[src/rtl/cmsdk_mcu_mtx4x2_in_s1_if.sv]
// ---------------------------------------------------------------------------
// cmsdk_mcu_mtx4x2_in_s1_if
// Signal bundle for the bus-matrix input stage.
//   Slave-port side (AHB from the master):
//     HSELS, HADDRS, HTRANSS, HWRITES, HSIZES, HBURSTS, HPROTS : address phase in
//     HREADYS                                                  : bus HREADY in
//     HREADYOUTS, HRESPS                                       : response out
//     HAUSERS (only with CMSDK_MTX_IN_AUSER_EN)                : address user bits
//   Decode-stage side:
//     sel_in, addr_in, trans_in, write_in, size_in, burst_in,
//     prot_in, auser_in                                        : address phase out
//     ready_in, held_tran_in                                   : HREADY / held flag out
//     active_in, readyout_in, resp_in                          : decode-stage feedback
// Handshake semantics: an address phase is accepted by the bus when HSELS,
// HREADYS and HTRANSS[1] are all high at a rising clock edge. If the decode
// stage is not active for it (active_in=0) the input stage stores it and
// stalls the master (HREADYOUTS=0) until the decode stage reports active_in=1;
// the stored transfer is consumed at that edge.
// Modports: slave = the input stage, master = whatever drives/observes it.
// Optional feature macro: CMSDK_MTX_IN_AUSER_EN adds HAUSERS.
// ---------------------------------------------------------------------------
interface cmsdk_mcu_mtx4x2_in_s1_if;
  logic        HSELS;
  logic [31:0] HADDRS;
  logic [1:0]  HTRANSS;
  logic        HWRITES;
  logic [2:0]  HSIZES;
  logic [2:0]  HBURSTS;
  logic [3:0]  HPROTS;
  logic        HREADYS;
  logic        HREADYOUTS;
  logic [1:0]  HRESPS;
`ifdef CMSDK_MTX_IN_AUSER_EN
  logic [2:0]  HAUSERS;
`endif
  logic        sel_in;
  logic [31:0] addr_in;
  logic [1:0]  trans_in;
  logic        write_in;
  logic [2:0]  size_in;
  logic [2:0]  burst_in;
  logic [3:0]  prot_in;
  logic [2:0]  auser_in;
  logic        ready_in;
  logic        held_tran_in;
  logic        active_in;
  logic        readyout_in;
  logic [1:0]  resp_in;

  modport slave (
`ifdef CMSDK_MTX_IN_AUSER_EN
    input  HAUSERS,
`endif
    input  HSELS, HADDRS, HTRANSS, HWRITES, HSIZES, HBURSTS, HPROTS, HREADYS,
    output HREADYOUTS, HRESPS,
    output sel_in, addr_in, trans_in, write_in, size_in, burst_in, prot_in,
    output auser_in, ready_in, held_tran_in,
    input  active_in, readyout_in, resp_in
  );

  modport master (
`ifdef CMSDK_MTX_IN_AUSER_EN
    output HAUSERS,
`endif
    output HSELS, HADDRS, HTRANSS, HWRITES, HSIZES, HBURSTS, HPROTS, HREADYS,
    input  HREADYOUTS, HRESPS,
    input  sel_in, addr_in, trans_in, write_in, size_in, burst_in, prot_in,
    input  auser_in, ready_in, held_tran_in,
    output active_in, readyout_in, resp_in
  );
endinterface

[src/rtl/cmsdk_mcu_mtx4x2_in_s1.sv]
// ---------------------------------------------------------------------------
// cmsdk_mcu_mtx4x2_in_s1
// Bus-matrix input stage for slave port S1. Passes the AHB address phase to
// the decode stage with zero latency, or, when the decode stage cannot take a
// new transfer yet, holds it and re-presents it as a NONSEQ later.
// Ports:
//   HCLK   : clock, all state updates on the rising edge
//   HRESET : synchronous active-high reset
//   bus    : cmsdk_mcu_mtx4x2_in_s1_if.slave (AHB slave port + decode side)
// Optional feature macro: CMSDK_MTX_IN_AUSER_EN carries HAUSERS through to
// auser_in (held and muxed like HADDRS); without it auser_in is 3'b000.
// The hold state is visible on bus.held_tran_in (high exactly in ST_HOLD).
// ---------------------------------------------------------------------------
module cmsdk_mcu_mtx4x2_in_s1 (
  input logic                          HCLK,
  input logic                          HRESET,
  cmsdk_mcu_mtx4x2_in_s1_if.slave      bus
);

  typedef enum logic {
    ST_PASS = 1'b0,
    ST_HOLD = 1'b1
  } state_t;

  state_t      state;
  logic [31:0] addr_q;
  logic        write_q;
  logic [2:0]  size_q;
  logic [2:0]  burst_q;
  logic [3:0]  prot_q;
  logic [2:0]  auser_q;
  logic [2:0]  auser_live;
  logic        new_tran;
  logic        pend_tran;

`ifdef CMSDK_MTX_IN_AUSER_EN
  assign auser_live = bus.HAUSERS;
`else
  assign auser_live = 3'b000;
`endif

  // Only NONSEQ/SEQ are real transfers; IDLE and BUSY are never stored.
  assign new_tran  = bus.HSELS & bus.HREADYS & bus.HTRANSS[1];
  assign pend_tran = (state == ST_HOLD);

  always_ff @(posedge HCLK) begin
    if (HRESET) begin
      state   <= ST_PASS;
      addr_q  <= '0;
      write_q <= 1'b0;
      size_q  <= '0;
      burst_q <= '0;
      prot_q  <= '0;
      auser_q <= '0;
    end else begin
      case (state)
        ST_PASS: begin
          if (new_tran && !bus.active_in) begin
            state   <= ST_HOLD;
            addr_q  <= bus.HADDRS;
            write_q <= bus.HWRITES;
            size_q  <= bus.HSIZES;
            burst_q <= bus.HBURSTS;
            prot_q  <= bus.HPROTS;
            auser_q <= auser_live;
          end
        end
        ST_HOLD: begin
          // New transfers are ignored here: the master is stalled by
          // HREADYOUTS=0, and the holding registers keep the stored one.
          if (bus.active_in) begin
            state <= ST_PASS;
          end
        end
        default: state <= ST_PASS;
      endcase
    end
  end

  // A held transfer is re-issued as NONSEQ: a SEQ that was stalled loses its
  // burst context on the decode side, so it must restart as a new transfer.
  always_comb begin
    if (pend_tran) begin
      bus.sel_in       = 1'b1;
      bus.addr_in      = addr_q;
      bus.trans_in     = 2'b10;
      bus.write_in     = write_q;
      bus.size_in      = size_q;
      bus.burst_in     = burst_q;
      bus.prot_in      = prot_q;
      bus.ready_in     = 1'b1;
      bus.held_tran_in = 1'b1;
      bus.HREADYOUTS   = 1'b0;
      bus.HRESPS       = 2'b00;
    end else begin
      bus.sel_in       = bus.HSELS;
      bus.addr_in      = bus.HADDRS;
      bus.trans_in     = bus.HTRANSS;
      bus.write_in     = bus.HWRITES;
      bus.size_in      = bus.HSIZES;
      bus.burst_in     = bus.HBURSTS;
      bus.prot_in      = bus.HPROTS;
      bus.ready_in     = bus.HREADYS;
      bus.held_tran_in = 1'b0;
      bus.HREADYOUTS   = bus.readyout_in;
      bus.HRESPS       = bus.resp_in;
    end
  end

`ifdef CMSDK_MTX_IN_AUSER_EN
  assign bus.auser_in = pend_tran ? auser_q : auser_live;
`else
  // auser_q stays at reset value when the feature is off; the output is tied.
  logic unused_auser;
  assign unused_auser = ^auser_q;
  assign bus.auser_in = 3'b000;
`endif

endmodule
[src/flat_wrapper.sv]
// flat-port wrapper written by rule: the top's interface ports become plain ports
module cmsdk_mcu_mtx4x2_in_s1_flat 
  (HCLK, HRESET, bus_HSELS, bus_HADDRS, bus_HTRANSS, bus_HWRITES, bus_HSIZES, bus_HBURSTS, bus_HPROTS, bus_HREADYS, bus_HREADYOUTS, bus_HRESPS, bus_sel_in, bus_addr_in, bus_trans_in, bus_write_in, bus_size_in, bus_burst_in, bus_prot_in, bus_auser_in, bus_ready_in, bus_held_tran_in, bus_active_in, bus_readyout_in, bus_resp_in);
  cmsdk_mcu_mtx4x2_in_s1_if bus_i ();
  input logic HCLK;
  input logic HRESET;
  input wire logic [$bits(bus_i.HSELS)-1:0] bus_HSELS;
  input wire logic [$bits(bus_i.HADDRS)-1:0] bus_HADDRS;
  input wire logic [$bits(bus_i.HTRANSS)-1:0] bus_HTRANSS;
  input wire logic [$bits(bus_i.HWRITES)-1:0] bus_HWRITES;
  input wire logic [$bits(bus_i.HSIZES)-1:0] bus_HSIZES;
  input wire logic [$bits(bus_i.HBURSTS)-1:0] bus_HBURSTS;
  input wire logic [$bits(bus_i.HPROTS)-1:0] bus_HPROTS;
  input wire logic [$bits(bus_i.HREADYS)-1:0] bus_HREADYS;
  output wire logic [$bits(bus_i.HREADYOUTS)-1:0] bus_HREADYOUTS;
  output wire logic [$bits(bus_i.HRESPS)-1:0] bus_HRESPS;
  output wire logic [$bits(bus_i.sel_in)-1:0] bus_sel_in;
  output wire logic [$bits(bus_i.addr_in)-1:0] bus_addr_in;
  output wire logic [$bits(bus_i.trans_in)-1:0] bus_trans_in;
  output wire logic [$bits(bus_i.write_in)-1:0] bus_write_in;
  output wire logic [$bits(bus_i.size_in)-1:0] bus_size_in;
  output wire logic [$bits(bus_i.burst_in)-1:0] bus_burst_in;
  output wire logic [$bits(bus_i.prot_in)-1:0] bus_prot_in;
  output wire logic [$bits(bus_i.auser_in)-1:0] bus_auser_in;
  output wire logic [$bits(bus_i.ready_in)-1:0] bus_ready_in;
  output wire logic [$bits(bus_i.held_tran_in)-1:0] bus_held_tran_in;
  input wire logic [$bits(bus_i.active_in)-1:0] bus_active_in;
  input wire logic [$bits(bus_i.readyout_in)-1:0] bus_readyout_in;
  input wire logic [$bits(bus_i.resp_in)-1:0] bus_resp_in;
  assign bus_i.HSELS = bus_HSELS;
  assign bus_i.HADDRS = bus_HADDRS;
  assign bus_i.HTRANSS = bus_HTRANSS;
  assign bus_i.HWRITES = bus_HWRITES;
  assign bus_i.HSIZES = bus_HSIZES;
  assign bus_i.HBURSTS = bus_HBURSTS;
  assign bus_i.HPROTS = bus_HPROTS;
  assign bus_i.HREADYS = bus_HREADYS;
  assign bus_HREADYOUTS = bus_i.HREADYOUTS;
  assign bus_HRESPS = bus_i.HRESPS;
  assign bus_sel_in = bus_i.sel_in;
  assign bus_addr_in = bus_i.addr_in;
  assign bus_trans_in = bus_i.trans_in;
  assign bus_write_in = bus_i.write_in;
  assign bus_size_in = bus_i.size_in;
  assign bus_burst_in = bus_i.burst_in;
  assign bus_prot_in = bus_i.prot_in;
  assign bus_auser_in = bus_i.auser_in;
  assign bus_ready_in = bus_i.ready_in;
  assign bus_held_tran_in = bus_i.held_tran_in;
  assign bus_i.active_in = bus_active_in;
  assign bus_i.readyout_in = bus_readyout_in;
  assign bus_i.resp_in = bus_resp_in;
  cmsdk_mcu_mtx4x2_in_s1 u_core (.HCLK(HCLK), .HRESET(HRESET), .bus(bus_i));
endmodule
[config.mk]
export PLATFORM = sky130hd
export DESIGN_NAME = cmsdk_mcu_mtx4x2_in_s1_flat
export DESIGN_NICKNAME = d
export VERILOG_FILES = /design/src/rtl/cmsdk_mcu_mtx4x2_in_s1_if.sv /design/src/rtl/cmsdk_mcu_mtx4x2_in_s1.sv /design/src/flat_wrapper.sv
export SDC_FILE = /design/constraint.sdc
export NUM_CORES = 1
export LEC_CHECK = 0
export ABC_CLOCK_PERIOD_IN_PS = 1200
export BUFFER_PORTS_ARGS = -buffer_cell sky130_fd_sc_hd__buf_2
export CAP_MARGIN = 20
export CORE_MARGIN = 8
export CORE_UTILIZATION = 25
export CTS_BUF_LIST = sky130_fd_sc_hd__clkbuf_8 sky130_fd_sc_hd__clkbuf_16
export CTS_CLUSTER_DIAMETER = 150
export DETAILED_ROUTE_END_ITERATION = 10
export PLACE_DENSITY = 0.46
export SYNTH_ARGS = -nofsm -noshare
export SYNTH_HDL_FRONTEND = slang
export SYNTH_SLANG_ARGS = --single-unit
export TNS_END_PERCENT = 10
[constraint.sdc]
create_clock -name HCLK -period 1.2 [get_ports HCLK]
set_clock_uncertainty 0.15 [all_clocks]
set_input_delay 0.18 -clock HCLK [delete_from_list [all_inputs] [get_ports HCLK]]
set_output_delay 0.18 -clock HCLK [all_outputs]
set_load 0.02 [all_outputs]
==> results of run 1 <==
==> cells by family (layout without fill, tap and decap cells) <==
logic type	count (synthesis)	count (layout)	synth area share
AOI/OAI and AO/OA	1	1	0.003822
buffers and inverters	22	160	0.06785
DFF	44	44	0.3364
muxes	86	86	0.3493
other	1	3	0.001432
and+or+nand+nor	96	96	0.2413
==> critical path, cell delays in order (launching register included) <==
cell	delay [ns]
dfxtp_4	0.39
buf_12	0.15
buf_12	0.13
mux2_4	0.30
buf_6	0.13
==> cell type report <==
type                    count  area [um^2]  share of cell area
clock buffers               5        68.82             0.01572
clock inverters             3        38.79            0.008860
multi-input cells         186         1752              0.4001
flip-flops and latches     44        884.6              0.2021
well taps                 136        170.2             0.03887
repair buffers            152         1464              0.3344
==> cell usage in the layout, fill, tap and decap left out, drive strengths merged <==
| master | n |
|---|---|
| nand4b | 1 |
| clkinv | 1 |
| or2 | 3 |
| nor2 | 1 |
| inv | 1 |
| bufinv | 1 |
| dfxtp | 44 |
| buf | 121 |
| clkbuf | 5 |
| nand2b | 86 |
| o21ba | 1 |
| mux2 | 43 |
| dlygate4sd3 | 31 |
| mux2i | 43 |
| conb | 3 |
| nor2b | 5 |
==> metal layers <==
| layer | up-vias | track usage | routed length, um |
|---|---|---|---|
| li1 | 1102 | - | - |
| met1 | 1010 | 0.1174 | 3221 |
| met2 | 61 | 0.1716 | 3405 |
| met3 | 7 | 0.03570 | 459 |
| met4 | 2 | 0.02642 | 58 |
| met5 | - | 0 | 13 |
==> flip-flops by register name, indices dropped and copies added (netlist names) <==
signal / flops
u_core.burst_q: 3
u_core.pend_tran: 1
u_core.prot_q: 4
u_core.size_q: 3
u_core.addr_q: 32
u_core.write_q: 1
==> timing repair <==
action / CTS / global route
resized for setup: 79 / 19
endpoints found under the setup margin: 94 / 95
cloned: 4 / 0
setup buffers: 4 / 0
hold endpoints to repair: 30 / 1
hold buffers: 30 / 1
pin swaps: 3 / 1
==> report_power, final <==
part           switching [mW]  total, mW  internal, mW  leakage, nW
clock network           0.525       1.14         0.611       0.0593
registers              0.0182       1.51          1.49        0.357
logic                   0.408      0.999         0.590         1.42
==> metrics by stage <==
stage	cell area [um^2]	power, mW
after detailed placement	3500	2.308
after global placement	3500	2.298
final	4378	3.641
after global routing	4378	3.856
after floorplan	2838	2.051
after CTS	4304	3.695
==> worst paths after layout <==
| check | start | end | slack (ns) | cells past startpoint |
|---|---|---|---|---|
| worst min register to register | u_core.prot_q[2] | u_core.prot_q[2] | 0.32 | 2 |
| worst max register to register | u_core.pend_tran | u_core.burst_q[1] | -0.11 | 4 |
| worst min-delay path | bus_HADDRS[22] | u_core.addr_q[22] | 0.01 | 3 |
| worst max-delay path | u_core.pend_tran | bus_addr_in[25] | -0.54 | 4 |
==> flow_metrics.env, run 1 <==
export IMPL_status="complete, but fails checks"
export IMPL_violations="negative setup slack"
export IMPL_htree_levels=2
export IMPL_utilization=0.4279
export IMPL_cts_max_path_buffers=2
export IMPL_antenna_found_initial=1
export IMPL_numCtsBuffers=5
export IMPL_core_mm2=0.01023
export IMPL_grt_overflow=0
export IMPL_die_h_um=118.3
export IMPL_fin_nets=442
export IMPL_ys_flop_type="dfxtp_1"
export IMPL_yosysTopAreaCell="dfxtp_1"
export IMPL_track_usage=0.1007
export IMPL_num_rows=37
export IMPL_synth_most_common_cell="nand2b_1"
export IMPL_grt_start_max_net_pins=54
export IMPL_fin_crit_sh=1.449
export IMPL_setup_viol=94
export IMPL_synth_area_top_cells="dfxtp_1 (34%), nand2b_1 (21%), mux2i_1 (16%), mux2_2 (13%), mux2_1 (5.2%)"
export IMPL_initial_core_util=0.2560
export IMPL_async_flop_share=0
export IMPL_cts_root_buf="clkbuf_8"
export IMPL_cts_sinks=44
export IMPL_powerDensity_mw_per_mm2=831.8
export IMPL_startpoint_type="register"
export IMPL_netlist_area_mm2=0.002619
export IMPL_detail_route_iter0_violations=65
export IMPL_io_pins=107
export IMPL_synth_cell_type_count=15
export IMPL_antenna_left=0
export IMPL_pre_cts_ws_ns=-0.2401
export IMPL_drtPass1Iterations=4
export IMPL_avgSynthCellArea_um2=10.48
export IMPL_io_buffers=103
export IMPL_fill_cells=1004
export IMPL_gp_congestion=0.6527
export IMPL_drive_above_1_share=0.4615
export IMPL_fmax_ghz=0.5751
export IMPL_wirelength_mm=7.158
export IMPL_synth_seq_cells=44
export IMPL_grt_pass1_vias=2446
export IMPL_drcViolationCount=0
export IMPL_hold_path_class="in -> reg"
export IMPL_final_cells=526
export IMPL_syn_inst=250
export IMPL_setup_ws_ns=-0.5388
export IMPL_diodes=0
export IMPL_die_w_um=118.3
export IMPL_cp_max_fo=6
export IMPL_dp_hpwl_mm=4.956
export IMPL_rsz0062_at_grt="true"
export IMPL_grt_pass1_wl_mm=11.84
export IMPL_cts_tree="built"
export IMPL_detail_route_wl_per_cell_um=13.61
export IMPL_synth_common_cells="nand2b_1 (86), dfxtp_1 (44), mux2i_1 (43)"
export IMPL_hold_slack_ns=0.009543
export IMPL_synth_edf_count=0
export IMPL_finalHoldViolCount=0
export IMPL_ir_drop_uv=424.0
export IMPL_critPathRequiredTime_ns=0.87
export IMPL_detail_route_vias_per_cell=4.148
export IMPL_cts_clk_slew_worst_paths_ns=0.09
export IMPL_fin_setup_tns_ns=-29.47
export IMPL_worstPathArrival_ns=1.41
export IMPL_slew_violations=0
export IMPL_path_class="reg -> out"
export IMPL_yosys_area_top_type_share=0.3364
export IMPL_dr_total_vias=2182
export IMPL_synth_seq_area_share=0.3364
export IMPL_synth_warnings=0
export IMPL_areaGrowthSynthToFinish_pct=67.18
export IMPL_period_minus_slack_ns=1.739
export IMPL_clock_latency_ns=0.29
export IMPL_dieArea_mm2=0.01401
export IMPL_dp_cells=479
export IMPL_leakage_nw=1.836
export IMPL_worstSetupEndpointType="output port"
export IMPL_drv_cap=0
(Power assumes the default switching activity.)
==> inputs of run 2 (changes only) <==
CORE_ASPECT_RATIO = 1.5   (was default)
CORE_MARGIN = 2   (was 8)
==> run 2 against run 1 <==
The flow still finishes with violations (negative setup slack). Critical path depth decreased by 1. Combinational power decreased by 18%. Utilization decreased by 5.5 points. Largest cell class unchanged.
==> flow_metrics.env, run 2 (same netlist as run 1, synthesis figures left out) <==
export IMPL_drive_above_1_share=0.4857
export IMPL_pwr_share_seq=0.417
export IMPL_utilization=0.3725
export IMPL_antenna_found_initial=1
export IMPL_top_regs="u_core.addr_q (32), u_core.prot_q (4)"
export IMPL_io_buffers=103
export IMPL_internal_power_mw=2.684
export IMPL_startpoint_type="register"
export IMPL_num_rows=45
export IMPL_areaGrowthSynthToFinish_pct=44.96
export IMPL_drv_cap=0
export IMPL_grt_pass1_vias=1926
export IMPL_setup_ws_ns=-0.4753
export IMPL_cts_tree="built"
export IMPL_rrSetupSlack_ns=-0.25
export IMPL_wirelength_mm=6.098
export IMPL_critPathRequiredTime_ns=0.87
export IMPL_final_cells=491
export IMPL_grt_overflow=0
export IMPL_drtPass1Iterations=2
export IMPL_grt_pass1_wl_mm=9.335
export IMPL_clkPwrFrac=0.356
export IMPL_dp_hpwl_mm=4.378
export IMPL_leakage_nw=1.607
export IMPL_diodes=0
export IMPL_finalPower_mw=3.626
export IMPL_rsz0062_at_grt="true"
export IMPL_status="complete, but fails checks"
export IMPL_p_sw_frac=0.2596
export IMPL_cp_top_family="flip-flops"
export IMPL_dieArea_mm2=0.01133
export IMPL_layout_common_cells="nand2b_1 (86), buf_2 (75), mux2_4 (43), mux2i_1 (43), dfxtp_1 (43)"
export IMPL_initial_core_util=0.2570
export IMPL_ir_drop_uv=441.7
export IMPL_die_w_um=87.57
export IMPL_slew_violations=0
export IMPL_fmax_ghz=0.5969
export IMPL_fin_nets=404
export IMPL_cts_root_buf="clkbuf_16"
export IMPL_setup_viol=95
export IMPL_final_common_cell="nand2b_1"
export IMPL_fill_cells=1017
export IMPL_violations="negative setup slack"
export IMPL_detail_route_wl_per_cell_um=12.42
export IMPL_gp_congestion=0.6576
export IMPL_die_h_um=129.4
export IMPL_hold_path_class="in -> reg"
export IMPL_cts_max_path_buffers=2
export IMPL_detail_route_iter0_violations=30
export IMPL_antenna_left=0
export IMPL_cts_sinks=44
export IMPL_cp_max_fo=14
export IMPL_cts_clk_slew_worst_paths_ns=0.06
export IMPL_detail_route_vias_per_cell=4.100
export IMPL_pre_cts_ws_ns=-0.1936
export IMPL_grt_start_max_net_pins=47
export IMPL_powerDensity_mw_per_mm2=955.1
export IMPL_comb_power_share=0.227
export IMPL_largest_reg_flops=32
export IMPL_path_cells="buf_12, mux2_4, buf_2"
export IMPL_cp_num_buf_inv=2
export IMPL_io_pins=107
export IMPL_clock_latency_ns=0.28
export IMPL_crit_slowest_cell="dfxtp_4"
export IMPL_path_class="reg -> out"
export IMPL_dp_cells=483
export IMPL_top_register="u_core.addr_q"
export IMPL_p_switching_mw=0.9413
export IMPL_drcViolationCount=0
export IMPL_finalHoldViolCount=0
export IMPL_fin_crit_sh=1.396
export IMPL_numCtsBuffers=5
export IMPL_track_usage=0.1068
export IMPL_core_mm2=0.01019
export IMPL_cpPeakStageDelay_ns=0.40
export IMPL_htree_levels=2
export IMPL_worstPathArrival_ns=1.35
export IMPL_period_minus_slack_ns=1.675
export IMPL_worstSetupEndpointType="output port"
export IMPL_dr_total_vias=2013
export IMPL_hold_slack_ns=0.01049
[run 2: cell types whose count changed in the layout (fill, tap and decap cells not counted), moves of 3 or more]
cell / previous run / this run
buf_6: 42 / 25
clkbuf_16: 0 / 5
clkbuf_8: 5 / 0
or2_2: 0 / 3
dlygate4sd3_1: 31 / 0
or2_4: 3 / 0
buf_12: 12 / 8
buf_2: 57 / 75
buf_16: 4 / 0
[run 2: routing by layer]
metal / global-route usage / vias up / wire length, um
met5: 0 / - / 16
li1: - / 1019 / -
met3: 0.02675 / 9 / 306
met4: 0.04615 / 2 / 113
met2: 0.1814 / 60 / 3099
met1: 0.1260 / 923 / 2563
[run 2: final cells by class]
class | count | area (um^2) | share of cell area
clock inverters | 1 | 3.754 | 0.0009888
repair buffers | 114 | 869.6 | 0.2291
multi-input cells | 186 | 1737 | 0.4575
flip-flops and latches | 44 | 884.6 | 0.2330
clock buffers | 5 | 125.1 | 0.03296
well taps | 141 | 176.4 | 0.04647
[run 2: per-stage QoR]
stage                     TNS (ns)  area (um^2)
after floorplan             -9.545         2838
after global placement      -11.04         3473
after detailed placement    -12.39         3473
after CTS                   -28.04         3650
after global routing        -36.17         3796
final                       -31.01         3796
[run 2: final timing paths]
path | end | cells past startpoint | startpoint
setup / recovery | bus_addr_in[7] | 3 | u_core.pend_tran
hold / removal | u_core.addr_q[12] | 3 | bus_HADDRS[12]
setup reg to reg | u_core.addr_q[9] | 5 | u_core.pend_tran
hold reg to reg | u_core.addr_q[31] | 2 | u_core.addr_q[31]
[run 2: power by group through the flow]
stage | Clock [mW] | Sequential, mW | Combinational (mW)
final | 1.29 | 1.51 | 0.823
after global routing | 1.41 | 1.51 | 0.885
after CTS | 1.36 | 1.51 | 0.777
after detailed placement | 0 | 1.54 | 0.754
after global placement | 0 | 1.54 | 0.747
after floorplan | 0 | 1.54 | 0.514
[run 2: tightest hold or removal path, cell delays in order]
cell      delay, ns
buf_2          0.10
nand2b_1       0.06
mux2i_1        0.06
[run 2: what timing repair did]
| action | CTS | global route |
|---|---|---|
| hold buffers | 0 | 0 |
| gates resized for setup | 16 | 41 |
| gates cloned | 0 | 0 |
| pin swaps | 1 | 0 |
| endpoints found under the setup margin | 95 | 95 |
| buffers inserted | 0 | 2 |
